### config.mk
export PLATFORM = sky130hd
export DESIGN_NAME = multi_issue_iq_flat
export DESIGN_NICKNAME = d
export VERILOG_FILES = /design/src/rtl/multi_issue_iq_if.sv /design/src/rtl/multi_issue_iq.sv /design/src/flat_wrapper.sv
export SDC_FILE = /design/constraint.sdc
export NUM_CORES = 2
export LEC_CHECK = 0
export BUFFER_PORTS_ARGS = -buffer_cell sky130_fd_sc_hd__buf_4
export CORE_ASPECT_RATIO = 1.1
export CORE_MARGIN = 10
export CORE_UTILIZATION = 66
export DETAILED_ROUTE_END_ITERATION = 10
export PLACE_DENSITY_LB_ADDON = 0.15
export SKIP_LAST_GASP = 1
export SYNTH_ARGS = -nofsm -noshare
export SYNTH_HDL_FRONTEND = slang
export SYNTH_SLANG_ARGS = --single-unit
### constraint.sdc
create_clock -name clk -period 19.85 [get_ports clk]
set_clock_uncertainty 0.15 [all_clocks]
set_input_delay 1.985 -clock clk [delete_from_list [all_inputs] [get_ports clk]]
set_output_delay 1.985 -clock clk [all_outputs]
set_load 0.02 [all_outputs]
### src/rtl/multi_issue_iq_if.sv
`default_nettype none
// ============================================================================
// multi_issue_iq_if : enqueue/dequeue bundle for the multi-issue instruction queue
// Revision: 1.0
// ============================================================================
interface multi_issue_iq_if #(
   parameter int DEPTH = 16,
   parameter int ENQ_W = 2,
   parameter int DEQ_W = 2
);
   logic [$clog2(ENQ_W+1)-1:0] enq_cnt;
   logic [97*ENQ_W-1:0]        enq_data;
   logic                       enq_ready;
   logic [DEQ_W-1:0]           deq_vld;
   logic [97*DEQ_W-1:0]        deq_data;
   logic [$clog2(DEQ_W+1)-1:0] deq_take;
   logic [$clog2(DEPTH):0]     count;
   logic                       almost_full;

   modport master (
      output enq_cnt, enq_data, deq_take,
      input  enq_ready, deq_vld, deq_data, count, almost_full
   );

   modport slave (
      input  enq_cnt, enq_data, deq_take,
      output enq_ready, deq_vld, deq_data, count, almost_full
   );
endinterface
`default_nettype wire

### src/rtl/multi_issue_iq.sv
`default_nettype none
// ============================================================================
// multi_issue_iq : circular instruction queue, up to ENQ_W in / DEQ_W out per cycle
// Revision: 1.0
// ============================================================================
module multi_issue_iq #(
   parameter int DEPTH  = 16,
   parameter int ENQ_W  = 2,
   parameter int DEQ_W  = 2,
   parameter int AF_LVL = DEPTH - 4
) (
   input  wire logic         clk,
   input  wire logic         rst,
   input  wire logic         rdy,
   input  wire logic         roll,
   multi_issue_iq_if.slave   bus
);
   localparam int PTR_W = $clog2(DEPTH);
   localparam int CNT_W = PTR_W + 1;
   localparam int ENT_W = 97;
   localparam logic [CNT_W-1:0] C_ENQ_MAX = CNT_W'(ENQ_W);
   localparam logic [CNT_W-1:0] C_DEQ_MAX = CNT_W'(DEQ_W);
   localparam logic [CNT_W-1:0] C_ENQ_LIM = CNT_W'(DEPTH - ENQ_W);
   localparam logic [CNT_W-1:0] C_AF_LVL  = CNT_W'(AF_LVL);

   logic [ENT_W-1:0] mem_q [DEPTH];
   logic [PTR_W-1:0] head_q, head_d;
   logic [PTR_W-1:0] tail_q, tail_d;
   logic [CNT_W-1:0] count_q, count_d;
   logic [CNT_W-1:0] enq_req, take_req, enq_acc, take_eff;
   logic             enq_ready, enq_ok;
   logic [ENQ_W-1:0] wr_en;

   assign enq_ready       = (count_q <= C_ENQ_LIM);
   assign bus.enq_ready   = enq_ready;
   assign bus.count       = count_q;
   assign bus.almost_full = (count_q >= C_AF_LVL);

   // Read lanes come straight from storage; freshly written entries appear next cycle.
   generate
      for (genvar i = 0; i < DEQ_W; i++) begin : g_rd
         assign bus.deq_vld[i]                 = (count_q > CNT_W'(i));
         assign bus.deq_data[ENT_W*i +: ENT_W] = mem_q[head_q + PTR_W'(i)];
      end
   endgenerate

   always_comb begin
      enq_req  = (CNT_W'(bus.enq_cnt) > C_ENQ_MAX) ? C_ENQ_MAX : CNT_W'(bus.enq_cnt);
      take_req = (CNT_W'(bus.deq_take) > C_DEQ_MAX) ? C_DEQ_MAX : CNT_W'(bus.deq_take);
      take_eff = (take_req > count_q) ? count_q : take_req;
      enq_ok   = rdy && !roll && enq_ready;
      enq_acc  = enq_ok ? enq_req : '0;
      head_d   = head_q;
      tail_d   = tail_q;
      count_d  = count_q;
      if (rdy) begin
         if (roll) begin
            head_d  = '0;
            tail_d  = '0;
            count_d = '0;
         end else begin
            head_d  = head_q + PTR_W'(take_eff);
            tail_d  = tail_q + PTR_W'(enq_acc);
            count_d = count_q + enq_acc - take_eff;
         end
      end
      for (int l = 0; l < ENQ_W; l++) begin
         wr_en[l] = enq_ok && (CNT_W'(l) < enq_req);
      end
   end

   always_ff @(posedge clk) begin
      for (int l = 0; l < ENQ_W; l++) begin
         if (wr_en[l]) begin
            mem_q[tail_q + PTR_W'(l)] <= bus.enq_data[ENT_W*l +: ENT_W];
         end
      end
   end

   always_ff @(posedge clk or posedge rst) begin
      if (rst) begin
         head_q  <= '0;
         tail_q  <= '0;
         count_q <= '0;
      end else begin
         head_q  <= head_d;
         tail_q  <= tail_d;
         count_q <= count_d;
      end
   end
endmodule
`default_nettype wire

### src/flat_wrapper.sv
// flat-port wrapper written by rule: the top's interface ports become plain ports
module multi_issue_iq_flat 
#(
   parameter int DEPTH  = 16,
   parameter int ENQ_W  = 2,
   parameter int DEQ_W  = 2,
   parameter int AF_LVL = DEPTH - 4
)
  (clk, rst, rdy, roll, bus_enq_cnt, bus_enq_data, bus_deq_take, bus_enq_ready, bus_deq_vld, bus_deq_data, bus_count, bus_almost_full);
  multi_issue_iq_if #(.DEPTH(DEPTH), .ENQ_W(ENQ_W), .DEQ_W(DEQ_W)) bus_i ();
  input  wire logic clk;
  input  wire logic rst;
  input  wire logic rdy;
  input  wire logic roll;
  input wire logic [$bits(bus_i.enq_cnt)-1:0] bus_enq_cnt;
  input wire logic [$bits(bus_i.enq_data)-1:0] bus_enq_data;
  input wire logic [$bits(bus_i.deq_take)-1:0] bus_deq_take;
  output wire logic [$bits(bus_i.enq_ready)-1:0] bus_enq_ready;
  output wire logic [$bits(bus_i.deq_vld)-1:0] bus_deq_vld;
  output wire logic [$bits(bus_i.deq_data)-1:0] bus_deq_data;
  output wire logic [$bits(bus_i.count)-1:0] bus_count;
  output wire logic [$bits(bus_i.almost_full)-1:0] bus_almost_full;
  assign bus_i.enq_cnt = bus_enq_cnt;
  assign bus_i.enq_data = bus_enq_data;
  assign bus_i.deq_take = bus_deq_take;
  assign bus_enq_ready = bus_i.enq_ready;
  assign bus_deq_vld = bus_i.deq_vld;
  assign bus_deq_data = bus_i.deq_data;
  assign bus_count = bus_i.count;
  assign bus_almost_full = bus_i.almost_full;
  multi_issue_iq #(.DEPTH(DEPTH), .ENQ_W(ENQ_W), .DEQ_W(DEQ_W), .AF_LVL(AF_LVL)) u_core (.clk(clk), .rst(rst), .rdy(rdy), .roll(roll), .bus(bus_i));
endmodule
### Yosys cells after proc, flatten, opt, wreduce, memory -nomap -nowiden

Memory sizes are Yosys's and may differ from the RTL's.
Index checks and enable logic that the tools add are counted.

* input port bits: 202
* memories kept: 1
* memory bits (writable): 1552
* bits in registers: 13
* output and inout port bits: 203
* logic and storage cells: 35

* $lt $le $gt $ge: 9
* add/subtract/negate cells: 6
* mux-type cells: 11
* reductions and logical operators: 5

Memories
* u_core.mem_q: depth 16, width 97, read ports 2, clocked after Yosys merged registers in 0, write ports 2, RTL line multi_issue_iq.sv:26 `logic [ENT_W-1:0] mem_q [DEPTH];`

Operator list (number)
* 2-to-1 mux 5 bit: 3
* > comparator 5 x 1 -> 1 bit (second input constant): 2
* < comparator 1 x 5 -> 1 bit (first input constant): 2
* adder 4 x 1 -> 4 bit (second input constant): 2
* adder 4 bit: 2
* 2-to-1 mux 4 bit: 2
* adder 5 bit: 1
* >= comparator 5 x 4 -> 1 bit (second input constant): 1
* > comparator 5 bit: 1
* <= comparator 5 x 4 -> 1 bit (second input constant): 1
* subtractor 5 bit: 1
* > comparator 2 bit (second input constant): 2
* logical AND 1 bit: 4
* 2-to-1 mux 1 bit: 4
* 2-to-1 mux 2 bit: 2
* logical NOT 1 bit: 1

### Depth between registers and ports, before layout

* depth after elaboration: 7
* gate-level depth with buffers: 15
* depth with buffers taken out: 15

### Least setup slack after synthesis

OpenSTA, ideal clock, no wires.

* kind: input-to-reg
* from: input rdy
* to: memory u_core.mem_q[11][0], enable pin
* setup slack: 9346 ps
* data required time: 19013 ps
* cell stages on the path: 6
* data arrival time: 9667 ps
* path buffers: 1
* library setup time: 687 ps
* path through: buf_2 -> nor2b_1 -> nand2_1 -> nor2_1 -> nand3_1 -> o21ai_0

RTL lines
* from (decl): RTL line flat_wrapper.sv:13 `input wire logic rdy;`
* to (decl): RTL line multi_issue_iq.sv:26

### Final worst setup path

* from: register u_core.head_q[0]
* to: output bus_deq_data[96]

* word-level cells in the longest chain between the ends: 1

Ends and longest elaborated chain
* from (decl): RTL line multi_issue_iq.sv:27 `logic [PTR_W-1:0] head_q, head_d;`
* from (signal assigned): RTL line multi_issue_iq.sv:82 `head_q <= '0;`
* from (signal assigned): RTL line multi_issue_iq.sv:86 `head_q <= head_d;`
* memory (16 x 97 bit)
* to (decl): RTL line flat_wrapper.sv:20 `output wire logic [$bits(bus_i.deq_data)-1:0] bus_deq_data;`

No other way between the ends.

==> out/metrics.yaml <==
end_kind: "primary output"
synthAdderAreaFrac_pct: 0.269
synth-main-ff-cell: "edfxtp_1"
gp_congestion: 0.842
grt_max_degree: 152
syn_inst: 5242
h-tree-depth: 4
drv_cap: 0
setup_ws_ns: 11.98
slew_viol_final: 0
route.vias.total: 56600
synthMuxAreaShare_pct: 41.1
postCtsSetupRepairBufs: 0
worstSetupPathDepth: 8
yosysSeqAreaShare_pct: 51.9
critPathMaxFanout: 151
wire_per_inst_um: 38.5
worst-path-buf-inv: 4
fillers: 8329
fin_area_um2: 99400
synth.lib_cells_used.distinct: 50
ir_worst_vdd_mv: 0.146
async_flop_share_pct: 0.831
cpPeakStageDelay_ns: 0.85
rr_worst_depth: 6
crit_path_cell_trace: "buf_12 -> buf_12 -> buf_4 -> mux4_2 -> and2_1 -> a211oi_1 -> a31oi_1 -> buf_4"
max-slew-margin-rel_pct: 12.2
cts_sinks: 1565
multi_input_area_um2: 41100
vias_per_cell: 7.80
finalSetupViolCount: 0
area_growth_pct: 10.0
worst_pin_slew_ns: 1.32
crit_arrival_ns: 5.74
die_area_um2: 152000
fmax_ghz: 0.127
synth_fp_nets: 5461
pin_count: 405
drt_iter0_drc: 8967
startpoint_type: "register"
synth_area_um2: 90300
grt_pass1_vias: 57500
status: "finished, final reports clean"
dpl_cell_area_um2: 94300
synth-compound-area-share_pct: 1.78
grt_first_pass_wirelength_um: 405000
cts.repair.resized: 0
synth_xor_area_share_pct: 0.0388
final_common_cell: "edfxtp_1"
fin_setup_tns_ns: 0
drc: 0
clk_path_buf_depth: 3
antenna_found_initial: 50
track_usage_pct: 36.3
rsz0062_at_grt: "false"
p_leak_nw: 32.2
initial_core_util_pct: 66.4
overflow: 0
numPortBuffers: 404
criticalPathCategory: "reg -> out"
holdBufCountCts: 0
drive_above_1_share_pct: 58.8
dp_hpwl_um: 145000
ant_nets: 0
area.sequential_um2: 46900
syn_avg_cell_area_um2: 17.2
cts.clk_slew.worst_paths_ns: 0.06
yosysWarningCount: 0
hold_ws_ns: 0.545
cts_tree: "built"
synth_edf_count: 1552
synth_seq_cells: 1565
synth_simple_gate_area_share_pct: 1.90
row_count: 142
coreArea_um2: 136000
final.period_utilization_pct: 39.7
clock_latency_ns: 0.81
die_x_um: 373
power_density_nw_per_um2: 115
cts_root_buffer: "clkbuf_16"
firstDrtPassIters: 6
worstPathRequired_ns: 17.72
layout_common_cells: "1552 x edfxtp_1, 1545 x mux2_2, 873 x mux4_2"
crit_path_top_delay_cell: "buf_4"
final_nets: 5521
die_height_um: 408
hp-class: "reg -> reg"
path_delay_family: "buffers and inverters"
cts_buffers: 165
whs_path_depth: 1
dp_slack_ns: 12.83
synth_top_family_by_area: "multiplexers"
finalHoldViolCount: 0
min_period_ns: 7.87
wl_um: 279000
fin_util_pct: 73.0
routing by layer:
layer,track usage (%),vias up,part of all wire [%]
met2,55.3,4630,47
met1,48.7,29300,35
met5,0,-,0.12
met3,11.1,762,14
li1,-,21800,-
met4,15.2,50,4.3
logic make-up (layout without fill, tap and decap cells):
logic type	count (synthesis)	in the layout
mux	2427	2427
flops	1565	1565
buf+inv	638	824
simple gates	352	352
compound gates	238	238
fa+ha+maj	17	17
xor+xnor	4	4
other cells	1	27
per-stage QoR:
stage               std cells  total power, mW
global placement         6935             8.46
CTS                      7228             11.4
detailed placement       6935             8.50
finish                   7254             11.4
floorplan                5242             6.94
global route             7250             11.8
final cells by class:
cell class	count	area share, %
sequential	1565	47.2
multi-input combinational	3039	41.4
clock buffer	214	4.48
timing repair buffer	512	3.97
tap	1800	2.27
clock inverter	79	0.534
inverter	19	0.0818
antenna	26	0.0655
synthesized netlist by cell type, drive strengths merged (2+ instances only):
master | n | share of area, %
nor2 | 7 | 0.029
nand2b | 5 | 0.035
ha | 13 | 0.18
nand2 | 213 | 0.90
edfxtp | 1552 | 52
a21o | 4 | 0.033
o21ai | 22 | 0.12
mux2i | 2 | 0.022
nor4 | 3 | 0.071
clkbuf | 360 | 1.5
nand3 | 9 | 0.066
a211oi | 98 | 0.81
nor2b | 8 | 0.055
mux2 | 1552 | 19
inv | 17 | 0.071
xor2 | 3 | 0.029
buf | 259 | 1.3
o2bb2ai | 2 | 0.019
a21oi | 4 | 0.022
fa | 4 | 0.089
mux4 | 873 | 22
o22ai | 4 | 0.028
dfrtp | 13 | 0.36
and2 | 97 | 0.67
a31oi | 97 | 0.67
clkinv | 2 | 0.0083
nor3 | 3 | 0.022
worst register-to-register path, cell delays in order (launching register included):
cell	delay, ns
dfrtp_1	0.47
a41oi_2	0.58
nand2_2	0.27
nor4_4	0.73
nand2_8	0.77
o21ai_4	0.61
buf_4	0.89
sequential cells by signal, indices dropped and copies added, names as in the netlist:
signal and count:
u_core.bus.count 5, u_core.tail_q 4, u_core.head_q 4, u_core.mem_q 1552
where the power goes:
| group | internal (mW) | switching [mW] | total, mW |
|---|---|---|---|
| sequential | 3.69 | 0.0737 | 3.77 |
| combinational | 2.16 | 2.54 | 4.70 |
| clock | 1.65 | 1.30 | 2.95 |
worst paths after layout:
check / startpoint / to / slack (ns)
max: u_core.head_q[0]$_DFFE_PP0P_ / bus_deq_data[96] / 11.98
min: u_core.bus.count[3]$_DFFE_PP0P_ / u_core.bus.count[3]$_DFFE_PP0P_ / 0.55
max in group asynchronous: rst / u_core.head_q[3]$_DFFE_PP0P_ / 18.02
max reg2reg: u_core.bus.count[3]$_DFFE_PP0P_ / u_core.mem_q[8][84]$_DFFE_PP_ / 14.89
min in group asynchronous: rst / u_core.bus.count[0]$_DFFE_PP0P_ / 1.08
min reg2reg: u_core.bus.count[3]$_DFFE_PP0P_ / u_core.bus.count[3]$_DFFE_PP0P_ / 0.55
No activity file was read; power rests on OpenSTA's default activity.
